==> src/rtl/fpga_io_pkg.sv <==
// Shared constants for the board-level LED output stage: display mode codes
// and the LED-count helper used to size the GPIO/LED buses.
package fpga_io_pkg;

  localparam logic [1:0] MODE_DIRECT  = 2'd0;
  localparam logic [1:0] MODE_STRETCH = 2'd1;
  localparam logic [1:0] MODE_PWM     = 2'd2;
  localparam logic [1:0] MODE_WALK    = 2'd3;

  function automatic int nled(input int num_ports, input int port_width);
    return num_ports * port_width;
  endfunction

endpackage

==> src/rtl/led_stretch.sv <==
// One-bit pulse stretcher: keeps the output high for STRETCH_CYCLES extra
// cycles after the input falls; a new high input always reloads the counter.
module led_stretch import fpga_io_pkg::*; #(
  parameter int STRETCH_CYCLES = 1048576
) (
  input  logic clock,
  input  logic clr,
  input  logic din,
  output logic str
);

  localparam int CW = $clog2(STRETCH_CYCLES + 1);
  localparam logic [CW-1:0] LOAD = CW'(STRETCH_CYCLES);

  logic [CW-1:0] s_cnt_reg;

  always_ff @(posedge clock) begin
    if (clr) begin
      s_cnt_reg <= '0;
    end else if (din) begin
      s_cnt_reg <= LOAD;
    end else if (s_cnt_reg != '0) begin
      s_cnt_reg <= s_cnt_reg - CW'(1);
    end
  end

  assign str = din | (s_cnt_reg != '0);

endmodule

==> src/rtl/fpga_led_driver.sv <==
// Board output stage: lock-qualified core reset plus a registered LED driver
// with direct, stretched, PWM-dimmed and walking self-test display modes.
module fpga_led_driver import fpga_io_pkg::*; #(
  parameter int NUM_PORTS      = 4,
  parameter int PORT_WIDTH     = 2,
  parameter int STRETCH_CYCLES = 1048576,
  parameter int PWM_BITS       = 4,
  parameter int STEP_CYCLES    = 8388608,
  parameter int RESET_HOLD     = 16,
  localparam int NLED          = nled(NUM_PORTS, PORT_WIDTH)
) (
  input  logic                clock,
  input  logic                reset,
  input  logic                locked,
  output logic                core_reset,
  input  logic [NLED-1:0]     gpio_in,
  input  logic [1:0]          mode,
  input  logic [PWM_BITS-1:0] pwm_duty,
  output logic [NLED-1:0]     leds
);

  localparam int HW = $clog2(RESET_HOLD + 1);
  localparam logic [HW-1:0] HOLD_MAX = HW'(RESET_HOLD);
  localparam int SW = (STEP_CYCLES > 1) ? $clog2(STEP_CYCLES) : 1;
  localparam logic [SW-1:0] STEP_MAX = SW'(STEP_CYCLES - 1);
  localparam int IW = (NLED > 1) ? $clog2(NLED) : 1;
  localparam logic [IW-1:0] IDX_MAX = IW'(NLED - 1);

  logic [HW-1:0]       hold_cnt_reg;
  logic                int_rst;
  logic [NLED-1:0]     gpio_q_reg;
  logic [NLED-1:0]     str;
  logic [PWM_BITS-1:0] pwm_cnt_reg;
  logic                pwm_on;
  logic [SW-1:0]       step_cnt_reg;
  logic [IW-1:0]       walk_idx_reg;
  logic [NLED-1:0]     walk_pat;
  logic [NLED-1:0]     leds_next;
  logic [NLED-1:0]     leds_reg;

  // The core only leaves reset after locked has stayed high for RESET_HOLD cycles.
  always_ff @(posedge clock) begin
    if (reset || !locked) begin
      hold_cnt_reg <= '0;
    end else if (hold_cnt_reg != HOLD_MAX) begin
      hold_cnt_reg <= hold_cnt_reg + HW'(1);
    end
  end

  assign core_reset = (hold_cnt_reg != HOLD_MAX);
  assign int_rst    = reset | core_reset;

  always_ff @(posedge clock) begin
    if (int_rst) begin
      gpio_q_reg <= '0;
    end else begin
      gpio_q_reg <= gpio_in;
    end
  end

  generate
    for (genvar gi = 0; gi < NLED; gi++) begin : g_bit
      led_stretch #(
        .STRETCH_CYCLES(STRETCH_CYCLES)
      ) u_stretch (
        .clock(clock),
        .clr  (int_rst),
        .din  (gpio_q_reg[gi]),
        .str  (str[gi])
      );
      assign walk_pat[gi] = (walk_idx_reg == IW'(gi));
    end
  endgenerate

  always_ff @(posedge clock) begin
    if (int_rst) begin
      pwm_cnt_reg <= '0;
    end else begin
      pwm_cnt_reg <= pwm_cnt_reg + PWM_BITS'(1);
    end
  end

  assign pwm_on = (pwm_cnt_reg < pwm_duty);

  // Walk position only advances while the walk is on display, so it resumes where it left off.
  always_ff @(posedge clock) begin
    if (int_rst) begin
      step_cnt_reg <= '0;
      walk_idx_reg <= '0;
    end else if (mode == MODE_WALK) begin
      if (step_cnt_reg == STEP_MAX) begin
        step_cnt_reg <= '0;
        walk_idx_reg <= (walk_idx_reg == IDX_MAX) ? '0 : walk_idx_reg + IW'(1);
      end else begin
        step_cnt_reg <= step_cnt_reg + SW'(1);
      end
    end
  end

  always_comb begin
    leds_next = '0;
    case (mode)
      MODE_DIRECT:  leds_next = gpio_q_reg;
      MODE_STRETCH: leds_next = str;
      MODE_PWM:     leds_next = gpio_q_reg & {NLED{pwm_on}};
      MODE_WALK:    leds_next = walk_pat;
      default:      leds_next = '0;
    endcase
  end

  always_ff @(posedge clock) begin
    if (int_rst) begin
      leds_reg <= '0;
    end else begin
      leds_reg <= leds_next;
    end
  end

  assign leds = leds_reg;

endmodule

==> config.mk <==
export PLATFORM = sky130hd
export DESIGN_NAME = fpga_led_driver
export DESIGN_NICKNAME = d
export VERILOG_FILES = /design/src/rtl/fpga_io_pkg.sv /design/src/rtl/led_stretch.sv /design/src/rtl/fpga_led_driver.sv
export SDC_FILE = /design/constraint.sdc
export NUM_CORES = 1
export LEC_CHECK = 0
export CORE_ASPECT_RATIO = 0.5
export CORE_MARGIN = 2
export CORE_UTILIZATION = 50
export CTS_CLUSTER_SIZE = 16
export DETAILED_ROUTE_END_ITERATION = 12
export GPL_TIMING_DRIVEN = 0
export PLACE_DENSITY = 0.68
export SETUP_SLACK_MARGIN = 0.05
export SYNTH_ARGS = -nofsm -noshare
export SYNTH_HDL_FRONTEND = slang
export SYNTH_SLANG_ARGS = --single-unit
==> constraint.sdc <==
create_clock -name clock -period 4.06 [get_ports clock]
set_clock_uncertainty 0.2 [all_clocks]
set_input_delay 0.812 -clock clock [delete_from_list [all_inputs] [get_ports clock]]
set_output_delay 0.812 -clock clock [all_outputs]
set_load 0.02 [all_outputs]
=== Word level (Yosys, flattened, before mapping) ===
Cells that the tools add are included.

* Multiplexer cells: 19
* Div/mod/pow operators: 0
* Add/sub/neg operators: 12
* Multipliers: 0
* Equal/unequal tests: 12
* Bitwise logic cells: 10
* Shift-type cells: 0
* Reduce and logical (&&, ||, !) cells: 29
* Order comparisons: 1

{| class="wikitable"
|+ Operators with widths
! kind !! count
|-
| 2-to-1 mux 21 bit || 16
|-
| nonzero test 21 bit || 8
|-
| subtractor 21 x 1 -> 21 bit (second input constant) || 8
|-
| case mux 8 bit (4 select lines) || 1
|-
| adder 23 x 1 -> 23 bit (second input constant) || 1
|-
| equality test 23 bit (second input constant) || 1
|-
| 2-to-1 mux 23 bit || 1
|-
| nonzero test 2 bit || 8
|-
| OR reduction 2 bit || 8
|-
| equality test 3 bit (second input constant) || 4
|-
| OR 1 bit || 9
|-
| AND 8 bit || 1
|-
| equality test 3 x 2 -> 1 bit (second input constant) || 2
|-
| adder 5 x 1 -> 5 bit (second input constant) || 1
|-
| != test 5 bit (second input constant) || 1
|-
| adder 4 x 1 -> 4 bit (second input constant) || 1
|-
| equality test 2 bit (second input constant) || 2
|-
| < comparator 4 bit || 1
|-
| adder 3 x 1 -> 3 bit (second input constant) || 1
|-
| equality test 3 x 1 -> 1 bit (second input constant) || 1
|-
| logical NOT 3 bit || 1
|-
| 2-to-1 mux 3 bit || 1
|-
| equality test 2 x 1 -> 1 bit (second input constant) || 1
|-
| logical NOT 2 bit || 1
|-
| other kinds (3) || 3
|}

* Register bits after elaboration: 219
* Latch bits: 0
* Bits of input ports: 17
* Word-level logic and storage cells: 105
* RAM bits: 0
* Output and inout port bits: 9
* Bits in read-only memories: 0
* Memories: 0

=== Depth between registers and ports, before layout ===
* Depth in word-level cells: 3
* Mapped depth: 9
* Gate-level depth less buffers: 8

=== Cells and area by module ===
Synthesis repeated with hierarchy kept, for this count alone.

* Cell total of the unflattened synthesis: 1424
* Area total of the unflattened synthesis: 11902.7 um^2

{| class="wikitable"
|+ Modules (own cells, without submodules)
! module !! cells each !! times used !! area each (um^2) !! seq. area each (um^2)
|-
| led_stretch || 146 || 8 || 1184.9 || 420.4
|-
| fpga_led_driver || 256 || 1 || 2423.6 || 1021.0
|}

=== Worst setup path before layout ===
OpenSTA, ideal clock, no wires.

* Path kind: register to register
* From: register g_bit[3].u_stretch.s_cnt_reg[0]
* To: register g_bit[3].u_stretch.s_cnt_reg[10]
* Buffers on the path: 1
* Required time: 3732 ps
* Path slack: 1532 ps
* Data arrival time: 2200 ps
* Cell stages (with the launch flop): 9
* Clock period less this slack: 2528 ps
* Setup time: 128 ps
* Path through: dfxtp_1 -> inv_1 -> ha_1 -> or4b_2 -> or4_1 -> clkbuf_1 -> o2111ai_1 -> xor2_1 -> nor2_1

* Longest elaborated chain between the ends: 1
* Elaborated cells between the ends (all ways): 2
* Those cells by class: 1 x add/sub; 1 x reduce/logical

{| class="wikitable"
|+ RTL lines
! element !! line !! RTL
|-
| from (decl) || led_stretch.sv:15 || <nowiki>logic [CW-1:0] s_cnt_reg;</nowiki>
|-
| from (signal assigned) || led_stretch.sv:23 || <nowiki>s_cnt_reg <= s_cnt_reg - CW'(1);</nowiki>
|-
| subtractor 21 x 1 -> 21 bit / nonzero test 21 bit (equally long branches) || led_stretch.sv:23, led_stretch.sv:22 ||
|}

Several ways; a longest one is shown, not always the timed one.
A chain may end at the register's enable or synchronous reset.

=== Final worst setup path ===
* From: register hold_cnt_reg[0]
* To: output port core_reset

* Longest elaborated chain between the ends: 1

{| class="wikitable"
|+ RTL lines
! element !! line !! RTL
|-
| from (decl) || fpga_led_driver.sv:29 || <nowiki>logic [HW-1:0] hold_cnt_reg;</nowiki>
|-
| from (signal assigned) || fpga_led_driver.sv:46 || <nowiki>hold_cnt_reg <= hold_cnt_reg + HW'(1);</nowiki>
|-
| != test 5 bit || fpga_led_driver.sv:50 || <nowiki>assign core_reset = (hold_cnt_reg != HOLD_MAX);</nowiki>
|-
| to (decl) || fpga_led_driver.sv:15 || <nowiki>output logic core_reset,</nowiki>
|}

Every way passes these cells.

==> summary.log <==
qor: route.vias 8,607
qor: global_routing.track_usage 19.3%
qor: yosys.flip_flop_and_latch_count_after_synthesis 219
qor: route.remaining_drc_errors 0
qor: global_routing.grt_antenna_before_repair 0
qor: finish.filler_cell_count 1,858
qor: clock_network.ctsLongestPathBuffers 3
qor: placement.place_hpwl 15.1 mm
qor: sta.grt_setup_unrepaired false
qor: hold_path.holdCritPathClass register to register
qor: sta.fin_crit 3.27 ns
qor: global_routing.grt.overflow.total 0
qor: sta.whs 0.264 ns
qor: yosys.netlist_instances 1,228
qor: finish.finalNonFillerCells 1,560
qor: die.die-width 208 um
qor: yosys.post_synthesis_async_set_or_reset_flop_share 0%
qor: finish.layout.nets 1,320
qor: die.floorplan.die_area 22,000 um2
qor: setup_path.critPathRequiredTime 3.05 ns
qor: power_and_ir_drop.ir_drop 0.000188 V
qor: placement.numPortBuffers 25
qor: setup_path.crit_path_end_kind primary output
qor: clock_network.cts_made_buffers 21
qor: sta.timing.final.crit_share 80.6%
qor: yosys.ys_warn_count 0
qor: sta.finalSetupViolations 0
qor: yosys.syn-cell-area 10,400 um2
qor: setup_path.slowest_cp_cell sky130_fd_sc_hd__clkdlybuf4s50_1
qor: placement.place.gp.congestion 0.819
qor: die.io_pins 26
qor: sta.slew_viol_final 0
qor: setup_path.slack_of_the_worst_reg_to_reg_path 1.00 ns
qor: setup_path.critical_path.startpoint_type register
qor: die.core_area 20,500 um2
qor: route.ant_nets 0
qor: setup_path.slowest_delay 0.64 ns
qor: power_and_ir_drop.p_leak 4.06 nW
qor: clock_network.cts_repair_resize_count 0
qor: clock_network.cts_root_buf sky130_fd_sc_hd__clkbuf_16
qor: die.placement_rows 37
qor: clock_network.cts_tree done
qor: sta.max_clock_freq 306 MHz
qor: clock_network.cts_hold_repair.buffers 0
qor: yosys.synth_nets 1,272
qor: die.floorplan.initialDensity 50.7%
qor: route.finalWirelength 21.4 mm
qor: sta.worst_pin_slew 1.11 ns
qor: setup_path.timing_worst_setup_path_type register to primary output
qor: finish.antenna_diode_count 0
qor: route.drt_iter0_drc 377
qor: clock_network.cts_max_level 1
qor: yosys.synth.yosys.seq_area_share 42.3%
qor: setup_path.endpoint_arrival_time_on_the_critical_path 2.26 ns
qor: power_and_ir_drop.power.density 347 nW/um2
qor: placement.placed_cells 1,526
qor: finish.syn2layout_area_growth 11.8%
qor: setup_path.worstPathMaxFanout 9
qor: finish.drive_gt1_share 4.97%
qor: finish.final_core_utilization 56.7%
qor: global_routing.grt_first_pass_wirelength 36.8 mm
qor: die.dieHeight 106 um
qor: yosys.synth.lib_cells_used.distinct 61
qor: clock_network.cts.repair_timing.setup_buffer_count 0
qor: sta.setup-tns-final 0 ns
qor: global_routing.grt_max_degree 15
qor: route.detail_route.wl_per_cell 13.7 um
qor: clock_network.numClockSinks 219
qor: setup_path.path_buf_inv 3
qor: route.detail_route.first_pass.iterations 4
qor: sta.worst_slew_margin_rel 25.3%
qor: yosys.synth_enable_flop_cells 0
qor: yosys.synth_flop_cell sky130_fd_sc_hd__dfxtp_1
qor: clock_network.path_clk_slew 0.06 ns
qor: run.cap_violations 0
qor: clock_network.worst_skew_pair.late_latency 0.50 ns
qor: outcome.status finished, final reports clean
qor: setup_path.worstPathCellList inv_1 > ha_1 > and4bb_2 > clkinv_1 > clkdlybuf4s50_1
qor: route.avgViaCountPerCell 5.52
qor: setup_path.worst_path_dominant_cell_family buffers and inverters
qor: yosys.average_size_of_a_mapped_cell 8.45 um2
qor: global_routing.grt_pass1_vias 8,042
qor: finish.number_of_flip_flops_in_the_largest_register 168
qor: sta.timing.final.hold_violations 0
-- cells in the mapped netlist (2+ instances only) --
cell	count	area [um2]
sky130_fd_sc_hd__or3b_2	3	26.3
sky130_fd_sc_hd__a211o_1	2	17.5
sky130_fd_sc_hd__or2_1	2	12.5
sky130_fd_sc_hd__o2111ai_1	3	26.3
sky130_fd_sc_hd__a2111oi_0	6	52.6
sky130_fd_sc_hd__mux2i_1	7	70.1
sky130_fd_sc_hd__nor4b_1	6	52.6
sky130_fd_sc_hd__nand2_1	65	244
sky130_fd_sc_hd__nor4_2	2	25.0
sky130_fd_sc_hd__nand4_1	27	169
sky130_fd_sc_hd__or4_1	24	180
sky130_fd_sc_hd__and4_1	4	35.0
sky130_fd_sc_hd__o311ai_0	2	17.5
sky130_fd_sc_hd__and2_1	16	100
sky130_fd_sc_hd__o2bb2ai_1	4	35.0
sky130_fd_sc_hd__nor2_1	213	800
sky130_fd_sc_hd__o31ai_1	10	75.1
sky130_fd_sc_hd__a31oi_1	6	37.5
sky130_fd_sc_hd__or3_1	25	156
sky130_fd_sc_hd__dfxtp_1	219	4380
sky130_fd_sc_hd__inv_1	37	139
sky130_fd_sc_hd__o211ai_1	16	120
sky130_fd_sc_hd__nand4b_1	4	35.0
sky130_fd_sc_hd__o41ai_1	4	35.0
sky130_fd_sc_hd__xnor2_1	43	377
sky130_fd_sc_hd__nand3_1	42	210
sky130_fd_sc_hd__clkbuf_1	42	158
sky130_fd_sc_hd__nor3b_1	7	52.6
sky130_fd_sc_hd__nand3b_1	9	67.6
sky130_fd_sc_hd__a21oi_1	58	290
sky130_fd_sc_hd__buf_6	2	22.5
sky130_fd_sc_hd__nor3_1	46	230
sky130_fd_sc_hd__or2_2	15	93.8
sky130_fd_sc_hd__and3_1	5	31.3
sky130_fd_sc_hd__a211oi_1	8	60.1
sky130_fd_sc_hd__nor4_1	39	244
sky130_fd_sc_hd__nor2b_1	5	31.3
sky130_fd_sc_hd__a311oi_1	2	17.5
sky130_fd_sc_hd__nand2b_1	8	50.1
sky130_fd_sc_hd__ha_1	27	338
sky130_fd_sc_hd__xor2_1	91	797
sky130_fd_sc_hd__buf_2	2	10.0
sky130_fd_sc_hd__o21ai_0	52	260
-- metal layers --
layer	vias up	GRT usage (%)	wire length, um
li1	4438	-	-
met4	0	3.60	338
met5	-	0	0
met3	26	2.65	507
met1	4060	25.5	10600
met2	83	34.2	9920
-- worst register-to-register path: stages, from the launching register on --
cell	delay (ns)
sky130_fd_sc_hd__dfxtp_1	0.33
sky130_fd_sc_hd__inv_1	0.09
sky130_fd_sc_hd__ha_1	0.14
sky130_fd_sc_hd__and4bb_2	0.28
sky130_fd_sc_hd__clkinv_1	0.29
sky130_fd_sc_hd__nor2_1	0.76
sky130_fd_sc_hd__nand2_1	0.15
sky130_fd_sc_hd__clkbuf_1	0.28
sky130_fd_sc_hd__clkbuf_1	0.31
sky130_fd_sc_hd__nor2_1	0.17
-- report_power, final --
part           internal (mW)  switching (mW)  total (mW)
clock network           1.05           0.792        1.84
registers               2.15        0.000971        2.15
logic                 0.0197          0.0144      0.0341
-- logic make-up after synthesis --
logic type,after synthesis,share of synthesized area [%]
DFF,219,42.3
muxes,8,0.784
AOI/OAI and AO/OA,181,10.8
and+or+nand+nor,574,28.3
xor gates and xnor gates,134,11.3
buffers and inverters,85,3.26
adders and majority gates,27,3.26
-- layout make-up --
type / count / area [um2] / share of cell area, %
timing repair buffer: 25 / 250 / 2.16
clock buffer: 28 / 572 / 4.93
clock inverter: 6 / 58.8 / 0.507
sequential: 219 / 4380 / 37.8
buffer: 47 / 195 / 1.68
tap: 273 / 342 / 2.94
multi-input combinational: 924 / 5660 / 48.8
inverter: 38 / 143 / 1.23
-- stage by stage --
| step | area [um2] | total power, mW | worst slack [ns] |
|---|---|---|---|
| detailed placement | 11000 | 2.23 | 0.569 |
| global route | 11600 | 4.17 | 0.686 |
| CTS | 11600 | 4.07 | 0.777 |
| finish | 11600 | 4.02 | 0.787 |
| floorplan | 10400 | 2.21 | 1.53 |
| global placement | 11000 | 2.23 | 0.593 |
-- worst paths after layout --
kind | start | end | cells after the start
setup / recovery | hold_cnt_reg[0] | core_reset | 5
hold reg to reg | gpio_q_reg[5] | leds[5] | 2
hold / removal | gpio_q_reg[5] | leds[5] | 2
setup reg to reg | hold_cnt_reg[0] | g_bit[6].u_stretch.s_cnt_reg[10] | 9
-- cells in the final DEF (no fill, tap or decap), types with 21 or more instances in the layout --
cell | netlist | routed
sky130_fd_sc_hd__a21oi_1 | 58 | 58
sky130_fd_sc_hd__clkdlybuf4s50_1 | 0 | 25
sky130_fd_sc_hd__clkbuf_1 | 42 | 47
sky130_fd_sc_hd__nor2_1 | 213 | 213
sky130_fd_sc_hd__nor3_1 | 46 | 46
sky130_fd_sc_hd__nand3_1 | 42 | 42
sky130_fd_sc_hd__xor2_1 | 91 | 91
sky130_fd_sc_hd__nand2_1 | 65 | 65
sky130_fd_sc_hd__xnor2_1 | 43 | 43
sky130_fd_sc_hd__inv_1 | 37 | 37
sky130_fd_sc_hd__nor4_1 | 39 | 38
sky130_fd_sc_hd__clkbuf_16 | 0 | 21
sky130_fd_sc_hd__or3_1 | 25 | 25
sky130_fd_sc_hd__dfxtp_1 | 219 | 219
sky130_fd_sc_hd__o21ai_0 | 52 | 52
sky130_fd_sc_hd__nand4_1 | 27 | 27
sky130_fd_sc_hd__or4_1 | 24 | 24
sky130_fd_sc_hd__ha_1 | 27 | 27
Note: power is estimated with default switching activity, not from simulation.
